==> src/rtl/alu_mc_pkg.sv <==
// Shared definitions for the multi-cycle ALU: opcode values, FSM state
// encoding and the packed flag bundle.
package alu_mc_pkg;

    typedef logic [3:0] opcode_t;

    // Opcodes 0-7 match the original 3-bit accumulator ALU.
    localparam opcode_t OP_HLT  = 4'd0;
    localparam opcode_t OP_SKZ  = 4'd1;
    localparam opcode_t OP_ADD  = 4'd2;
    localparam opcode_t OP_AND  = 4'd3;
    localparam opcode_t OP_XOR  = 4'd4;
    localparam opcode_t OP_LDA  = 4'd5;
    localparam opcode_t OP_STO  = 4'd6;
    localparam opcode_t OP_JMP  = 4'd7;
    localparam opcode_t OP_SUB  = 4'd8;
    localparam opcode_t OP_OR   = 4'd9;
    localparam opcode_t OP_SHL  = 4'd10;
    localparam opcode_t OP_SHR  = 4'd11;
    localparam opcode_t OP_MUL  = 4'd12;
    localparam opcode_t OP_INC  = 4'd13;
    localparam opcode_t OP_DEC  = 4'd14;
    localparam opcode_t OP_RSVD = 4'd15;

    typedef enum logic {
        ST_IDLE,
        ST_MUL
    } state_e;

    typedef struct packed {
        logic n;
        logic z;
        logic c;
        logic v;
    } flags_t;

endpackage

==> src/rtl/alu_mc_if.sv <==
// Request/result bus between the control FSM / accumulator and the ALU.
//   master: drives alu_ena, opcode, data (operand B), accum (operand A)
//   slave : drives ready, alu_out, done, zero and the four result flags
interface alu_mc_if
    import alu_mc_pkg::*;
#(
    parameter int unsigned WIDTH = 8
);
    logic             alu_ena;
    opcode_t          opcode;
    logic [WIDTH-1:0] data;
    logic [WIDTH-1:0] accum;
    logic             ready;
    logic [WIDTH-1:0] alu_out;
    logic             done;
    logic             zero;
    logic             flag_n;
    logic             flag_z;
    logic             flag_c;
    logic             flag_v;

    modport master (
        output alu_ena, opcode, data, accum,
        input  ready, alu_out, done, zero, flag_n, flag_z, flag_c, flag_v
    );

    modport slave (
        input  alu_ena, opcode, data, accum,
        output ready, alu_out, done, zero, flag_n, flag_z, flag_c, flag_v
    );
endinterface

==> src/rtl/alu_mc_mul_seq.sv <==
// Iterative shift-add unsigned multiplier, one partial product per clock.
//   clk, rst   : clock, asynchronous active-high reset
//   start_i    : capture a_i/b_i and begin (ignored semantics of busy are the caller's job)
//   a_i, b_i   : operands
//   busy_o     : a multiplication is in progress
//   product_o  : accumulated product including the current step (valid on the last step)
//   last_o     : current step is the final one
module alu_mc_mul_seq #(
    parameter int unsigned WIDTH = 8
) (
    input  logic               clk,
    input  logic               rst,
    input  logic               start_i,
    input  logic [WIDTH-1:0]   a_i,
    input  logic [WIDTH-1:0]   b_i,
    output logic               busy_o,
    output logic [2*WIDTH-1:0] product_o,
    output logic               last_o
);
    localparam int unsigned CW = $clog2(WIDTH);

    logic [2*WIDTH-1:0] a_q;
    logic [WIDTH-1:0]   b_q;
    logic [2*WIDTH-1:0] acc_q;
    logic [CW-1:0]      cnt_q;
    logic               busy_q;

    always_comb begin
        product_o = acc_q + (b_q[0] ? a_q : '0);
        last_o    = (cnt_q == CW'(WIDTH - 1));
        busy_o    = busy_q;
    end

    always_ff @(posedge clk or posedge rst) begin
        if (rst) begin
            a_q    <= '0;
            b_q    <= '0;
            acc_q  <= '0;
            cnt_q  <= '0;
            busy_q <= 1'b0;
        end else if (start_i) begin
            a_q    <= {{WIDTH{1'b0}}, a_i};
            b_q    <= b_i;
            acc_q  <= '0;
            cnt_q  <= '0;
            busy_q <= 1'b1;
        end else if (busy_q) begin
            acc_q <= product_o;
            a_q   <= a_q << 1;
            b_q   <= b_q >> 1;
            cnt_q <= cnt_q + CW'(1);
            if (last_o) begin
                busy_q <= 1'b0;
            end
        end
    end
endmodule

==> src/rtl/alu_mc.sv <==
// Multi-cycle accumulator ALU with registered result and N/Z/C/V flags.
//   clk, rst : clock, asynchronous active-high reset
//   bus      : slave side of alu_mc_if (alu_ena/opcode/data/accum in;
//              ready/alu_out/done/zero/flag_* out)
// Every opcode except MUL completes on its accept edge; MUL runs WIDTH
// shift-add steps in alu_mc_mul_seq while ready is low.
module alu_mc
    import alu_mc_pkg::*;
#(
    parameter int unsigned WIDTH = 8
) (
    input  logic     clk,
    input  logic     rst,
    alu_mc_if.slave  bus
);
    localparam int unsigned SHW = $clog2(WIDTH);
    localparam int unsigned MSB = WIDTH - 1;

    state_e             state_q, state_d;
    logic [WIDTH-1:0]   alu_out_q, alu_out_d;
    flags_t             flags_q, flags_d;
    logic               done_q, done_d;

    logic [WIDTH-1:0]   a, b;
    logic [SHW-1:0]     amt;
    logic [WIDTH:0]     sum, shl_x, shr_x;
    logic [WIDTH-1:0]   sc_res;
    flags_t             sc_flags;

    logic               accept, mul_start, mul_busy, mul_last;
    logic [2*WIDTH-1:0] mul_prod;

    assign a = bus.accum;
    assign b = bus.data;

    // Single-cycle datapath. The extra top bit of sum carries C (carry or
    // borrow); shl_x/shr_x keep the last shifted-out bit alongside the result.
    always_comb begin
        amt        = b[SHW-1:0];
        shl_x      = {1'b0, a} << amt;
        shr_x      = {a, 1'b0} >> amt;
        sum        = '0;
        sc_res     = a;
        sc_flags   = '0;
        unique case (bus.opcode)
            OP_ADD: begin
                sum        = {1'b0, a} + {1'b0, b};
                sc_res     = sum[WIDTH-1:0];
                sc_flags.c = sum[WIDTH];
                sc_flags.v = (a[MSB] == b[MSB]) && (sc_res[MSB] != a[MSB]);
            end
            OP_SUB: begin
                sum        = {1'b0, a} - {1'b0, b};
                sc_res     = sum[WIDTH-1:0];
                sc_flags.c = sum[WIDTH];
                sc_flags.v = (a[MSB] != b[MSB]) && (sc_res[MSB] != a[MSB]);
            end
            OP_INC: begin
                sum        = {1'b0, a} + (WIDTH + 1)'(1);
                sc_res     = sum[WIDTH-1:0];
                sc_flags.c = sum[WIDTH];
                sc_flags.v = !a[MSB] && sc_res[MSB];
            end
            OP_DEC: begin
                sum        = {1'b0, a} - (WIDTH + 1)'(1);
                sc_res     = sum[WIDTH-1:0];
                sc_flags.c = sum[WIDTH];
                sc_flags.v = a[MSB] && !sc_res[MSB];
            end
            OP_AND: sc_res = a & b;
            OP_XOR: sc_res = a ^ b;
            OP_OR:  sc_res = a | b;
            OP_LDA: sc_res = b;
            OP_SHL: begin
                sc_res     = shl_x[WIDTH-1:0];
                sc_flags.c = shl_x[WIDTH];
            end
            OP_SHR: begin
                sc_res     = shr_x[WIDTH:1];
                sc_flags.c = shr_x[0];
            end
            OP_RSVD: sc_flags.v = 1'b1;
            default: sc_res = a;  // HLT, SKZ, STO, JMP pass A; MUL handled by the FSM
        endcase
        sc_flags.n = sc_res[MSB];
        sc_flags.z = (sc_res == '0);
    end

    assign accept    = bus.alu_ena && (state_q == ST_IDLE);
    assign mul_start = accept && (bus.opcode == OP_MUL);

    alu_mc_mul_seq #(
        .WIDTH (WIDTH)
    ) u_mul (
        .clk       (clk),
        .rst       (rst),
        .start_i   (mul_start),
        .a_i       (a),
        .b_i       (b),
        .busy_o    (mul_busy),
        .product_o (mul_prod),
        .last_o    (mul_last)
    );

    always_comb begin
        state_d   = state_q;
        alu_out_d = alu_out_q;
        flags_d   = flags_q;
        done_d    = 1'b0;
        unique case (state_q)
            ST_IDLE: begin
                if (accept) begin
                    if (bus.opcode == OP_MUL) begin
                        state_d = ST_MUL;
                    end else begin
                        alu_out_d = sc_res;
                        flags_d   = sc_flags;
                        done_d    = 1'b1;
                    end
                end
            end
            ST_MUL: begin
                if (mul_busy && mul_last) begin
                    alu_out_d = mul_prod[WIDTH-1:0];
                    flags_d.n = mul_prod[MSB];
                    flags_d.z = (mul_prod[WIDTH-1:0] == '0);
                    flags_d.c = |mul_prod[2*WIDTH-1:WIDTH];
                    flags_d.v = 1'b0;
                    done_d    = 1'b1;
                    state_d   = ST_IDLE;
                end
            end
            default: state_d = ST_IDLE;
        endcase
    end

    always_ff @(posedge clk or posedge rst) begin
        if (rst) begin
            state_q   <= ST_IDLE;
            alu_out_q <= '0;
            flags_q   <= '0;
            done_q    <= 1'b0;
        end else begin
            state_q   <= state_d;
            alu_out_q <= alu_out_d;
            flags_q   <= flags_d;
            done_q    <= done_d;
        end
    end

    assign bus.ready   = (state_q == ST_IDLE);
    assign bus.alu_out = alu_out_q;
    assign bus.done    = done_q;
    assign bus.zero    = (bus.accum == '0);
    assign bus.flag_n  = flags_q.n;
    assign bus.flag_z  = flags_q.z;
    assign bus.flag_c  = flags_q.c;
    assign bus.flag_v  = flags_q.v;
endmodule
==> src/flat_wrapper.sv <==
// flat-port wrapper written by rule: the top's interface ports become plain ports
module alu_mc_flat import alu_mc_pkg::*;
#(
    parameter int unsigned WIDTH = 8
)
  (clk, rst, bus_alu_ena, bus_opcode, bus_data, bus_accum, bus_ready, bus_alu_out, bus_done, bus_zero, bus_flag_n, bus_flag_z, bus_flag_c, bus_flag_v);
  alu_mc_if #(.WIDTH(WIDTH)) bus_i ();
  input  logic clk;
  input  logic rst;
  input wire logic [$bits(bus_i.alu_ena)-1:0] bus_alu_ena;
  input wire logic [$bits(bus_i.opcode)-1:0] bus_opcode;
  input wire logic [$bits(bus_i.data)-1:0] bus_data;
  input wire logic [$bits(bus_i.accum)-1:0] bus_accum;
  output wire logic [$bits(bus_i.ready)-1:0] bus_ready;
  output wire logic [$bits(bus_i.alu_out)-1:0] bus_alu_out;
  output wire logic [$bits(bus_i.done)-1:0] bus_done;
  output wire logic [$bits(bus_i.zero)-1:0] bus_zero;
  output wire logic [$bits(bus_i.flag_n)-1:0] bus_flag_n;
  output wire logic [$bits(bus_i.flag_z)-1:0] bus_flag_z;
  output wire logic [$bits(bus_i.flag_c)-1:0] bus_flag_c;
  output wire logic [$bits(bus_i.flag_v)-1:0] bus_flag_v;
  assign bus_i.alu_ena = bus_alu_ena;
  assign bus_i.opcode = bus_opcode;
  assign bus_i.data = bus_data;
  assign bus_i.accum = bus_accum;
  assign bus_ready = bus_i.ready;
  assign bus_alu_out = bus_i.alu_out;
  assign bus_done = bus_i.done;
  assign bus_zero = bus_i.zero;
  assign bus_flag_n = bus_i.flag_n;
  assign bus_flag_z = bus_i.flag_z;
  assign bus_flag_c = bus_i.flag_c;
  assign bus_flag_v = bus_i.flag_v;
  alu_mc #(.WIDTH(WIDTH)) u_core (.clk(clk), .rst(rst), .bus(bus_i));
endmodule
==> config.mk <==
export PLATFORM = sky130hd
export DESIGN_NAME = alu_mc_flat
export DESIGN_NICKNAME = d
export VERILOG_FILES = /design/src/rtl/alu_mc_pkg.sv /design/src/rtl/alu_mc_if.sv /design/src/rtl/alu_mc_mul_seq.sv /design/src/rtl/alu_mc.sv /design/src/flat_wrapper.sv
export SDC_FILE = /design/constraint.sdc
export NUM_CORES = 1
export LEC_CHECK = 0
export CORE_MARGIN = 1
export CORE_UTILIZATION = 61
export CTS_CLUSTER_SIZE = 10
export DETAILED_ROUTE_END_ITERATION = 8
export PLACE_DENSITY = 0.8
export REMOVE_ABC_BUFFERS = 1
export SLEW_MARGIN = 20
export SYNTH_ARGS = -nofsm -noshare
export SYNTH_HDL_FRONTEND = slang
export SYNTH_SLANG_ARGS = --single-unit
==> constraint.sdc <==
create_clock -name clk -period 3.1 [get_ports clk]
set_input_delay 0.465 -clock clk [delete_from_list [all_inputs] [get_ports clk]]
set_output_delay 0.465 -clock clk [all_outputs]
set_load 0.05 [all_outputs]
==> run_results.csv, run 1 <==
group,metric,value,unit
status,outcome,"complete, no violations",
sta,final-setup-viol-count,0,
yosys,synthCells,714,
die,num_io_pins,38,
setup_path,critPathMaxFanout,10,
place,buffer_ports.inserted,37,
die,fp.dieH,101,um
clock_tree,clk_pin_slew,80,ps
clock_tree,cts_inserted_buffers,9,
power_and_ir_drop,p_leak,3.29,nW
clock_tree,tritoncts,"done",
routing,totalWireLength,20.8,mm
yosys,synth.ff_latch_count,57,
setup_path,start_kind,"flop",
die,die_width,101,um
routing,initialDrtViolationCount,750,
setup_path,crit_path_dat,3320,ps
die,initial_core_util,63.6,%
grt,grt_pass1_vias,6006,
setup_path,worstSetupPathType,"reg2reg",
routing,routed-via-count,6389,
sta,worst_slack,2.63,ps
grt,grt_antenna_before_repair,0,
die,area_of_the_die,10100,sq um
die,core_area,9330,sq um
setup_path,worstSetupEndpointType,"flop",
routing,dr_vias_cell,6.76,
sta,grt_setup_unrepaired,"yes",
setup_path,reg_to_reg_startpoint,"u_core.u_mul.b_q[0]",
place,placedInstanceArea,7110,sq um
grt,grt_start_max_net_pins,60,
sta,maxSlewViolCount,0,
clock_tree,htreeDepth,3,
sta,fin_crit_sh,99.9,%
setup_path,worstPathCellList,"buf_12 -> and2_1 -> ha_4 -> a21oi_4 -> or2b_1 -> or4_4 -> nand2_2 -> xnor2_1 -> or4_1 -> nor4_2 -> a21oi_1",
final_layout,diodes,0,
grt,grt_first_pass_wirelength,31.4,mm
place,finalWeightedCongestion,1.01,
grt,grt-ovfl-total,0,
routing,dr.pass1.iters,7,
job,maxCapViolCount,0,
sta,final.min_clock_period,3100,ps
grt,grtUsageTotal,40.2,%
yosys,synthArstFlopShare,100,%
clock_tree,clk_root_buffer_cell,"clkbuf_8",
clock_tree,clock_sinks,57,
setup_path,critical_path.top_delay_family,"simple AND/OR/NAND/NOR gates",
setup_path,crit_path_top_delay_cell,"or4_1",
setup_path,timing.critical_path.from,"u_core.u_mul.b_q[0]",
final_layout,post_route_cells_drive_above_1_share,21.6,%
grt,gr-usage-met2,63.3,%
yosys,post_synth.cell_area_avg,8.31,sq um
routing,post-route-drc-count,0,
sta,finClkSkew,18.3,ps
yosys,synthesis.yosys.warnings,0,
sta,worst_slew_pin_slew,748,ps
grt,top_usage_layer,"met2",
final_layout,num-nets-final,884,
min_path,min-delay-path-class,"in2async",
yosys,count_of_different_cell_masters_after_synthesis,83,
yosys,synth_area,5940,sq um
final_layout,layout-area-overhead-vs-synth,25.4,%
yosys,yosysSeqAreaShare,24.0,%
sta,hold_slack,348,ps
clock_tree,worst_skew_pair.late_latency,340,ps
power_and_ir_drop,power.ir.vdd_worst,0.696,mV
clock_tree,cts.path.max_buffers,2,
place,dp_worst_setup_slack,-205,ps
grt,use_met3,8.53,%
sta,setup-tns-final,0,ps
routing,ant_nets,0,
sta,relative_slew_slack,50.2,%
setup_path,critical_path.n_buffers_inverters,1,
power_and_ir_drop,power_per_cell_area,662,nW/um^2
routing,avgRoutedWirePerCell,22.0,um
yosys,synth_edf_count,0,
setup_path,required,3320,ps
power_and_ir_drop,report.power.total,4.93,mW
grt,grt.met1_usage,56.4,%
place,detailed_place_hpwl,15.2,mm
final_layout,fill_cells,631,
sta,fmax,0.323,GHz
die,fp-row-count,35,
sta,timing_hold_violations_final,0,
final_layout,stdcell_area,7440,sq um
setup_path,critPathMaxStageDelay,520,ps
yosys,yosys_most_used_dff,"dfrtp_1",
flip-flops by register name, indices dropped and copies added, names as in the netlist, 3 cells and up:
register            flops
u_core.bus.alu_out      7
u_core.u_mul.a_q       16
u_core.u_mul.acc_q     16
u_core.u_mul.b_q        8
u_core.u_mul.cnt_q      3
cell families after synthesis:
kind of cell | Yosys count | share of synthesized area, %
AO/OA/AOI/OAI | 189 | 21.8
XOR/XNOR | 21 | 3.10
adder cells (fa/ha/maj) | 49 | 10.7
buffers and inverters | 86 | 6.37
flip-flops | 57 | 24.0
multiplexers | 63 | 12.1
AND/OR/NAND/NOR | 249 | 21.9
through the flow:
stage	instances	utilization [%]
2_1_floorplan	659	-
3_3_place_gp	929	76.2
3_5_place_dp	929	76.2
4_1_cts	944	78.6
5_1_grt	945	79.8
6_report	945	79.8
cells in the final DEF, fill, tap and decap left out, types with 4 or more instances in the layout:
cell type / Yosys / layout
a211o_1: 5 / 5
a211oi_1: 9 / 9
a21o_1: 11 / 11
a21oi_1: 35 / 31
a22oi_1: 5 / 5
a31o_2: 4 / 4
a31oi_1: 9 / 8
and2_1: 15 / 14
and3_1: 4 / 4
and4b_1: 5 / 5
buf_12: 0 / 9
buf_4: 8 / 96
clkbuf_8: 0 / 13
clkdlybuf4s50_1: 0 / 36
dfrtp_1: 57 / 55
ha_1: 46 / 38
ha_2: 0 / 5
inv_1: 30 / 29
mux2_2: 7 / 7
mux2i_1: 50 / 50
mux4_2: 5 / 5
nand2_1: 63 / 63
nand2b_1: 6 / 6
nand3_1: 18 / 18
nand4_1: 4 / 4
nor2_1: 69 / 68
nor2b_1: 10 / 10
nor3_1: 9 / 9
nor4_1: 9 / 9
o211ai_1: 11 / 11
o21ai_0: 40 / 39
o22ai_1: 6 / 5
o31ai_1: 4 / 4
or3_1: 5 / 5
xnor2_1: 16 / 16
xor2_1: 5 / 5
Yosys cell counts, types with 4 or more instances:
| cell type | instances | area share [%] |
|---|---|---|
| a21oi_1 | 35 | 3.0 |
| nand2_1 | 63 | 4.0 |
| ha_1 | 46 | 9.7 |
| o31ai_1 | 4 | 0.51 |
| a22oi_1 | 5 | 0.63 |
| a31oi_1 | 9 | 0.95 |
| a211o_1 | 5 | 0.74 |
| and4b_1 | 5 | 0.84 |
| nand4_1 | 4 | 0.42 |
| nand3_1 | 18 | 1.5 |
| o211ai_1 | 11 | 1.4 |
| xnor2_1 | 16 | 2.4 |
| a21o_1 | 11 | 1.4 |
| xor2_1 | 5 | 0.74 |
| dfrtp_1 | 57 | 24 |
| inv_1 | 30 | 1.9 |
| clkbuf_1 | 30 | 1.9 |
| nor4_1 | 9 | 0.95 |
| buf_4 | 8 | 1.0 |
| mux2i_1 | 50 | 8.4 |
| buf_2 | 13 | 1.1 |
| and3_1 | 4 | 0.42 |
| mux2_2 | 7 | 1.3 |
| o21ai_0 | 40 | 3.4 |
| or3_1 | 5 | 0.53 |
| nor3_1 | 9 | 0.76 |
| nor2b_1 | 10 | 1.1 |
| mux4_2 | 5 | 1.9 |
| nand2b_1 | 6 | 0.63 |
| and2_1 | 15 | 1.6 |
| nor2_1 | 69 | 4.4 |
| a31o_2 | 4 | 0.59 |
| a211oi_1 | 9 | 1.1 |
| o22ai_1 | 6 | 0.63 |
where the power goes:
group	switching (mW)	internal, mW
registers	0.260	1.06
logic	1.67	1.18
clock network	0.303	0.454
repair_timing:
action / in CTS / in global routing
resized for setup: 2 / 23
hold buffers: 0 / 0
setup buffers: 0 / 1
pin swaps: 0 / 13
setup endpoints to repair: 2 / 8
layer usage:
| metal | routed length, um | vias up |
|---|---|---|
| met2 | 9410 | 433 |
| li1 | - | 2832 |
| met3 | 2320 | 70 |
| met1 | 8430 | 3054 |
| met4 | 614 | 0 |
| met5 | 0 | - |
worst paths after layout:
kind	cells past startpoint	slack, ps	end
max in group asynchronous	3	2070	u_core.u_mul.b_q[0]
min reg2reg	2	500	u_core.bus.alu_out[0]
max reg2reg	11	3	u_core.bus.flag_c
max	11	3	u_core.bus.flag_c
min	2	350	u_core.bus.flag_c
min in group clk	2	500	u_core.bus.alu_out[0]
layout make-up:
cell class              count  area [sq um]  share of cell area, %
clock buffers              13           179                   2.40
clock inverters             2          35.0                  0.471
inverters                  31           116                   1.56
multi-input cells         571          4250                   57.1
flip-flops and latches     57          1430                   19.2
well taps                 129           161                   2.17
repair buffers            142          1270                   17.1
Power figures use the tool's default switching activity.
==> run 2: changes to the inputs <==
--- a/config.mk
+++ b/config.mk
@@ -6,10 +6,10 @@
 export NUM_CORES = 1
 export LEC_CHECK = 0
 export CORE_MARGIN = 1
-export CORE_UTILIZATION = 61
+export CORE_UTILIZATION = 60
 export CTS_CLUSTER_SIZE = 10
 export DETAILED_ROUTE_END_ITERATION = 8
-export PLACE_DENSITY = 0.8
+export PLACE_DENSITY = 0.79
 export REMOVE_ABC_BUFFERS = 1
 export SLEW_MARGIN = 20
 export SYNTH_ARGS = -nofsm -noshare
==> run 2 against run 1 <==
  * Routed wire length fell by 3.2%
  * Utilization fell by 2.0 points
  * Register-to-register slack better by 130 ps
  * Critical endpoint is now u_core.bus.flag_n
  * Largest cell class unchanged
  * Total power down 3.5%
  * Hold slack improved by 150 ps
==> run_results.csv, run 2 (same netlist as run 1, synthesis figures left out) <==
group,metric,value,unit
routing,initialDrtViolationCount,461,
final_layout,num-nets-final,877,
clock_tree,clock_sinks,57,
setup_path,reg_to_reg_startpoint,"u_core.u_mul.b_q[0]",
final_layout,diodes,0,
routing,routed-via-count,6276,
sta,setup-tns-final,0,ps
sta,fin_crit_sh,97.1,%
sta,grt_setup_unrepaired,"yes",
final_layout,post_route_cells_drive_above_1_share,20.4,%
sta,maxSlewViolCount,0,
sta,timing_hold_violations_final,0,
routing,avgRoutedWirePerCell,21.4,um
setup_path,r2r_cells,12,
setup_path,start_kind,"input port",
routing,ant_nets,0,
die,core_area,9420,sq um
final_layout,fill_cells,652,
status,outcome,"complete, no violations",
setup_path,timing.critical_path.from,"bus_data[1]",
final_layout,layout_common_cells,"buf_4, nor2_1, nand2_1",
clock_tree,tritoncts,"done",
final_layout,post_layout_nonfiller_instances,938,
setup_path,critPathMaxFanout,3,
final_layout,layout-area-overhead-vs-synth,23.4,%
power_and_ir_drop,p_leak,3.23,nW
setup_path,crit_path_dat,3290,ps
routing,totalWireLength,20.1,mm
sta,final-setup-viol-count,0,
sta,hold_slack,498,ps
clock_tree,clk_pin_slew,70,ps
clock_tree,cts_inserted_buffers,9,
setup_path,worstSetupEndpoint,"u_core.bus.flag_n",
routing,dr_vias_cell,6.69,
sta,fmax,0.332,GHz
grt,grt_pass1_vias,5981,
power_and_ir_drop,report.power.total,4.76,mW
grt,grt_first_pass_wirelength,31.4,mm
final_layout,layout_commonest_cell,"buf_4",
min_path,min-delay-path-class,"in2async",
clock_tree,cts.path.max_buffers,2,
die,die_width,101,um
setup_path,required,3380,ps
die,num_io_pins,38,
routing,post-route-drc-count,0,
grt,grt_antenna_before_repair,0,
die,initial_core_util,63.0,%
final_layout,top_regs,"u_core.u_mul.a_q (16), u_core.u_mul.acc_q (16), u_core.u_mul.b_q (8)",
job,maxCapViolCount,0,
clock_tree,worst_skew_pair.late_latency,340,ps
die,fp-row-count,35,
setup_path,worstSetupPathType,"in2reg",
setup_path,worstReg2RegEnd,"u_core.u_mul.acc_q[12]",
power_and_ir_drop,power.ir.vdd_worst,0.675,mV
grt,grt-ovfl-total,0,
clock_tree,htreeDepth,3,
setup_path,worstSetupEndpointType,"flop",
sta,finClkSkew,9.37,ps
power_and_ir_drop,power_per_cell_area,650,nW/um^2
place,dp_cells,919,
sta,final.min_clock_period,3010,ps
place,buffer_ports.inserted,37,
grt,grt_start_max_net_pins,58,
sta,worst_slew_pin_slew,789,ps
die,area_of_the_die,10300,sq um
clock_tree,clk_root_buffer_cell,"clkbuf_8",
setup_path,ff2ff_setup_slack,130,ps
die,fp.dieH,101,um
place,detailed_place_hpwl,14.7,mm
place,finalWeightedCongestion,0.991,
routing,dr.pass1.iters,5,
grt,grtUsageTotal,40.2,%
sta,relative_slew_slack,47.3,%
[run 2: changes by cell type in the layout (fill, tap and decap cells not counted), sizes merged]
cell      previous run  this run
clkbuf              13        10
clkinvlp             0         3
bufinv               1         0
buf                106        99
clkinv               2         3
[run 2: worst min path at each step]
stage / from / cells after the start / endpoint
floorplan: u_core.u_mul.a_q[15] / 2 / u_core.u_mul.a_q[15]
global placement: u_core.bus.alu_out[0] / 2 / u_core.bus.alu_out[0]
detailed placement: u_core.bus.alu_out[0] / 2 / u_core.bus.alu_out[0]
CTS: rst / 3 / u_core.u_mul.a_q[9]
global route: rst / 3 / u_core.state_q
finish: rst / 3 / u_core.u_mul.acc_q[15]
[run 2: where the power goes]
| part | leakage (nW) | switching (mW) | total [mW] | internal, mW |
|---|---|---|---|---|
| logic | 2.44 | 1.67 | 2.83 | 1.16 |
| clock network | 0.0802 | 0.318 | 0.622 | 0.304 |
| registers | 0.709 | 0.241 | 1.30 | 1.06 |
| total | 3.23 | 2.23 | 4.76 | 2.53 |
[run 2: final cells by class]
type / instances / area [sq um] / area share, %
Inverter: 31 / 116 / 1.59
Tap cell: 129 / 161 / 2.20
Timing Repair Buffer: 135 / 1210 / 16.5
Clock buffer: 10 / 138 / 1.88
Multi-Input combinational cell: 571 / 4240 / 57.8
Clock inverter: 5 / 32.5 / 0.444
Sequential cell: 57 / 1430 / 19.5
[run 2: per-stage QoR]
step	area (sq um)	worst slack, ps	utilization, %
CTS	7210	13.1	76.5
floorplan	5670	-141	-
global placement	7020	-217	74.5
global route	7320	-18.5	77.8
finish	7320	90.0	77.8
detailed placement	7020	-229	74.5
[run 2: timing repair]
action	4_1_cts	5_1_grt
pin swaps	3	11
gates resized for setup	2	19
setup endpoints to repair	2	4
setup buffers	1	3
hold buffers	0	0
[run 2: worst max-delay path, stage by stage]
cell	delay (ps)
clkdlybuf4s50_1	600
inv_1	90
ha_1	320
nor2_1	200
o311a_1	250
o21bai_1	130
or3b_2	450
a21oi_1	180
o22ai_1	130
buf_4	160
o21ai_0	170
o21a_1	140
[run 2: routing by layer]
layer | up-vias | GRT usage (%) | share of wire [%]
met5 | - | 0 | 0
met4 | 0 | 13.5 | 3.5
met3 | 67 | 6.49 | 8.6
met2 | 338 | 63.5 | 45
met1 | 3056 | 56.0 | 43
li1 | 2815 | - | -
==> run 3: changes to the inputs <==
--- a/config.mk
+++ b/config.mk
@@ -7,11 +7,12 @@
 export LEC_CHECK = 0
 export CORE_MARGIN = 1
 export CORE_UTILIZATION = 60
-export CTS_CLUSTER_SIZE = 10
+export CTS_CLUSTER_SIZE = 20
 export DETAILED_ROUTE_END_ITERATION = 8
-export PLACE_DENSITY = 0.79
+export PLACE_DENSITY = 0.78
 export REMOVE_ABC_BUFFERS = 1
 export SLEW_MARGIN = 20
 export SYNTH_ARGS = -nofsm -noshare
 export SYNTH_HDL_FRONTEND = slang
+export SYNTH_HIERARCHICAL = 1
 export SYNTH_SLANG_ARGS = --single-unit
==> run 3 against run 2 <==
  * The flow now finishes with violations (setup timing)
  * Total power shrank 3.8%
  * Global-route usage fell by 0.38 points
  * Die area rose by 8.7%
  * First-iteration DRC count rose by 56%
  * Critical path type is now reg2reg
==> run_results.csv, run 3 <==
group,metric,value,unit
grt,grtUsageTotal,39.8,%
power_and_ir_drop,p_leak,3.39,nW
clock_tree,cts.path.max_buffers,2,
die,area_of_the_die,11200,sq um
place,placedInstanceArea,7510,sq um
final_layout,top_regs,"u_core/u_mul/a_q (16), u_core/u_mul/acc_q (16)",
yosys,count_of_different_cell_masters_after_synthesis,89,
setup_path,required,3350,ps
sta,finClkSkew,11.5,ps
yosys,synth_edf_count,0,
sta,maxSlewViolCount,0,
sta,worst_slack,-32.6,ps
power_and_ir_drop,power_per_cell_area,591,nW/um^2
sta,fmax,0.319,GHz
yosys,synth_largest_area_cell,"dfrtp_1",
power_and_ir_drop,power.ir.vdd_worst,0.583,mV
yosys,yosys.cell_count.top_type,"nor2_1",
routing,post-route-drc-count,0,
sta,hold_slack,519,ps
final_layout,diodes,0,
job,maxCapViolCount,0,
clock_tree,clk_root_buffer_cell,"clkbuf_8",
final_layout,layout_commonest_cell,"buf_4",
setup_path,crit_path_dat,3390,ps
final_layout,num-nets-final,940,
place,finalWeightedCongestion,1.04,
routing,initialDrtViolationCount,720,
grt,grt_pass1_vias,6513,
final_layout,layout-area-overhead-vs-synth,19.8,%
clock_tree,htreeDepth,3,
status,outcome,"finished, violations left",
power_and_ir_drop,share_comb_of_total_power,57.1,%
final_layout,stdcell_area,7740,sq um
clock_tree,clock_sinks,57,
yosys,synth.top_cells.by_area,"dfrtp_1, ha_1, mux2i_1",
routing,routed-via-count,6753,
final_layout,post_route_cells_drive_above_1_share,18.9,%
yosys,post_synth.cell_area_avg,8.35,sq um
sta,final.min_clock_period,3130,ps
sta,setup-tns-final,-32.6,ps
yosys,synthArstFlopShare,100,%
die,initial_core_util,62.3,%
sta,grt_setup_unrepaired,"yes",
power_and_ir_drop,power_switching_share,46.7,%
routing,avgRoutedWirePerCell,21.7,um
sta,timing_hold_violations_final,0,
die,die_width,106,um
yosys,synth.ff_latch_count,57,
min_path,min-delay-path-class,"reg2reg",
yosys,ys_top_cells_by_count,"nor2_1, nand2_1, dfrtp_1",
clock_tree,hold_buffers,0,
status,violations,"setup timing",
yosys,yosysSeqAreaShare,22.1,%
clock_tree,tritoncts,"done",
die,core_area,10400,sq um
routing,dr_vias_cell,6.72,
die,num_io_pins,38,
final_layout,layout_common_cells,"buf_4, nor2_1, nand2_1",
power_and_ir_drop,clock_power_share,13.4,%
yosys,synthesis.yosys.warnings,6,
setup_path,worstSetupEndpointType,"flop",
place,detailed_place_hpwl,16.4,mm
routing,ant_nets,0,
yosys,netlist.area_leader.share,22.1,%
sta,fin_crit_sh,101,%
power_and_ir_drop,seqPwrFrac,29.5,%
sta,worst_slew_pin_slew,679,ps
routing,dr.pass1.iters,6,
sta,relative_slew_slack,54.7,%
power_and_ir_drop,report.power.total,4.58,mW
die,fp.dieH,106,um
grt,grt_first_pass_wirelength,34.3,mm
setup_path,worstSetupPathType,"reg2reg",
setup_path,start_kind,"flop",
grt,grt_antenna_before_repair,0,
sta,final-setup-viol-count,1,
grt,grt_start_max_net_pins,41,
grt,grt-ovfl-total,0,
power_and_ir_drop,power.internal,2.44,mW
power_and_ir_drop,power.net_switching,2.14,mW
clock_tree,worst_skew_pair.late_latency,350,ps
yosys,synth_area,6460,sq um
yosys,yosys_most_used_dff,"dfrtp_1",
clock_tree,cts_inserted_buffers,9,
place,buffer_ports.inserted,37,
setup_path,critPathMaxFanout,6,
die,fp-row-count,37,
routing,totalWireLength,21.8,mm
clock_tree,clk_pin_slew,70,ps
yosys,synthCells,774,
## run 3: changes by cell type after synthesis, sizes merged, moves of 5 or more
cell	delta
a21o	+6
a21oi	+5
a31oi	+7
buf	+6
mux2i	-7
nand2b	+14
nand3	-5
nor2	+5
nor3b	+5
nor4b	+5
xnor2	-5
xor2	+5
## run 3: cell families (layout without fill, tap and decap cells)
logic type | Yosys count | after routing | share of synthesized area, %
AND/OR/NAND/NOR | 274 | 274 | 22.9
AO/OA/AOI/OAI | 219 | 219 | 23.9
multiplexers | 54 | 54 | 10.0
XOR/XNOR | 21 | 21 | 2.85
adder cells (fa/ha/maj) | 52 | 52 | 10.4
flip-flops | 57 | 57 | 22.1
buffers and inverters | 97 | 192 | 7.84
## run 3: area by class of cell
class                      count  area, sq um
fill                         773         2630
clock inverter                 3         17.5
tap                          136          170
inverter                      34          128
timing repair buffer         143         1260
sequential                    57         1430
multi-input combinational    620         4590
clock buffer                  12          145
## run 3: final timing paths
kind	startpoint	to	slack, ps	cells past startpoint
worst max-delay path	u_core/u_mul/b_q[0]	u_core/bus.flag_z	-30	14
worst min-delay path	u_core/bus.alu_out[5]	u_core/bus.alu_out[5]	520	1
worst max register to register	u_core/u_mul/b_q[0]	u_core/bus.flag_z	-30	14
worst min register to register	u_core/bus.alu_out[5]	u_core/bus.alu_out[5]	520	1
max in group asynchronous	rst	u_core/u_mul/cnt_q[1]	1840	3
min in group asynchronous	rst	u_core/u_mul/acc_q[8]	550	2
## run 3: power by group through the flow
stage / registers, mW / logic, mW / clock network [mW]
floorplan: 1.55 / 1.38 / 0
CTS: 1.34 / 2.52 / 0.625
global route: 1.38 / 2.80 / 0.651
finish: 1.35 / 2.61 / 0.614
detailed placement: 1.35 / 2.49 / 0
global placement: 1.32 / 2.41 / 0
## run 3: metal layers
layer | part of all wire [%] | global-route usage [%] | vias to the layer above
li1 | - | - | 3028
met5 | 0 | 0 | -
met3 | 10 | 6.62 | 84
met1 | 40 | 52.3 | 3201
met2 | 46 | 63.8 | 440
met4 | 4.2 | 18.3 | 0
## run 3: what timing repair did
action / 4_1_cts / 5_1_grt
pin swaps: 0 / 2
endpoints found under the setup margin: 2 / 4
resized for setup: 2 / 15
setup buffers: 0 / 1
## run 3: worst max-delay path: stages, from the launching register on
cell and delay (ps):
dfrtp_2 440, and2_1 150, ha_1 220, fa_1 450, a21o_1 220, a21oi_2 170, nor2b_1 60, o21a_1 200
nor2_1 120, xnor2_1 140, nor4_1 250, nand2_1 140, nor4_2 190, mux2i_1 190, o31ai_2 90
## run 3: per-stage QoR
stage / utilization (%) / cells / setup slack, ps
2_1_floorplan: - / 711 / -116
3_3_place_gp: 72.4 / 989 / -159
3_5_place_dp: 72.4 / 989 / -182
4_1_cts: 74.1 / 1004 / 3.38
5_1_grt: 74.7 / 1005 / -87.8
6_report: 74.7 / 1005 / -32.6
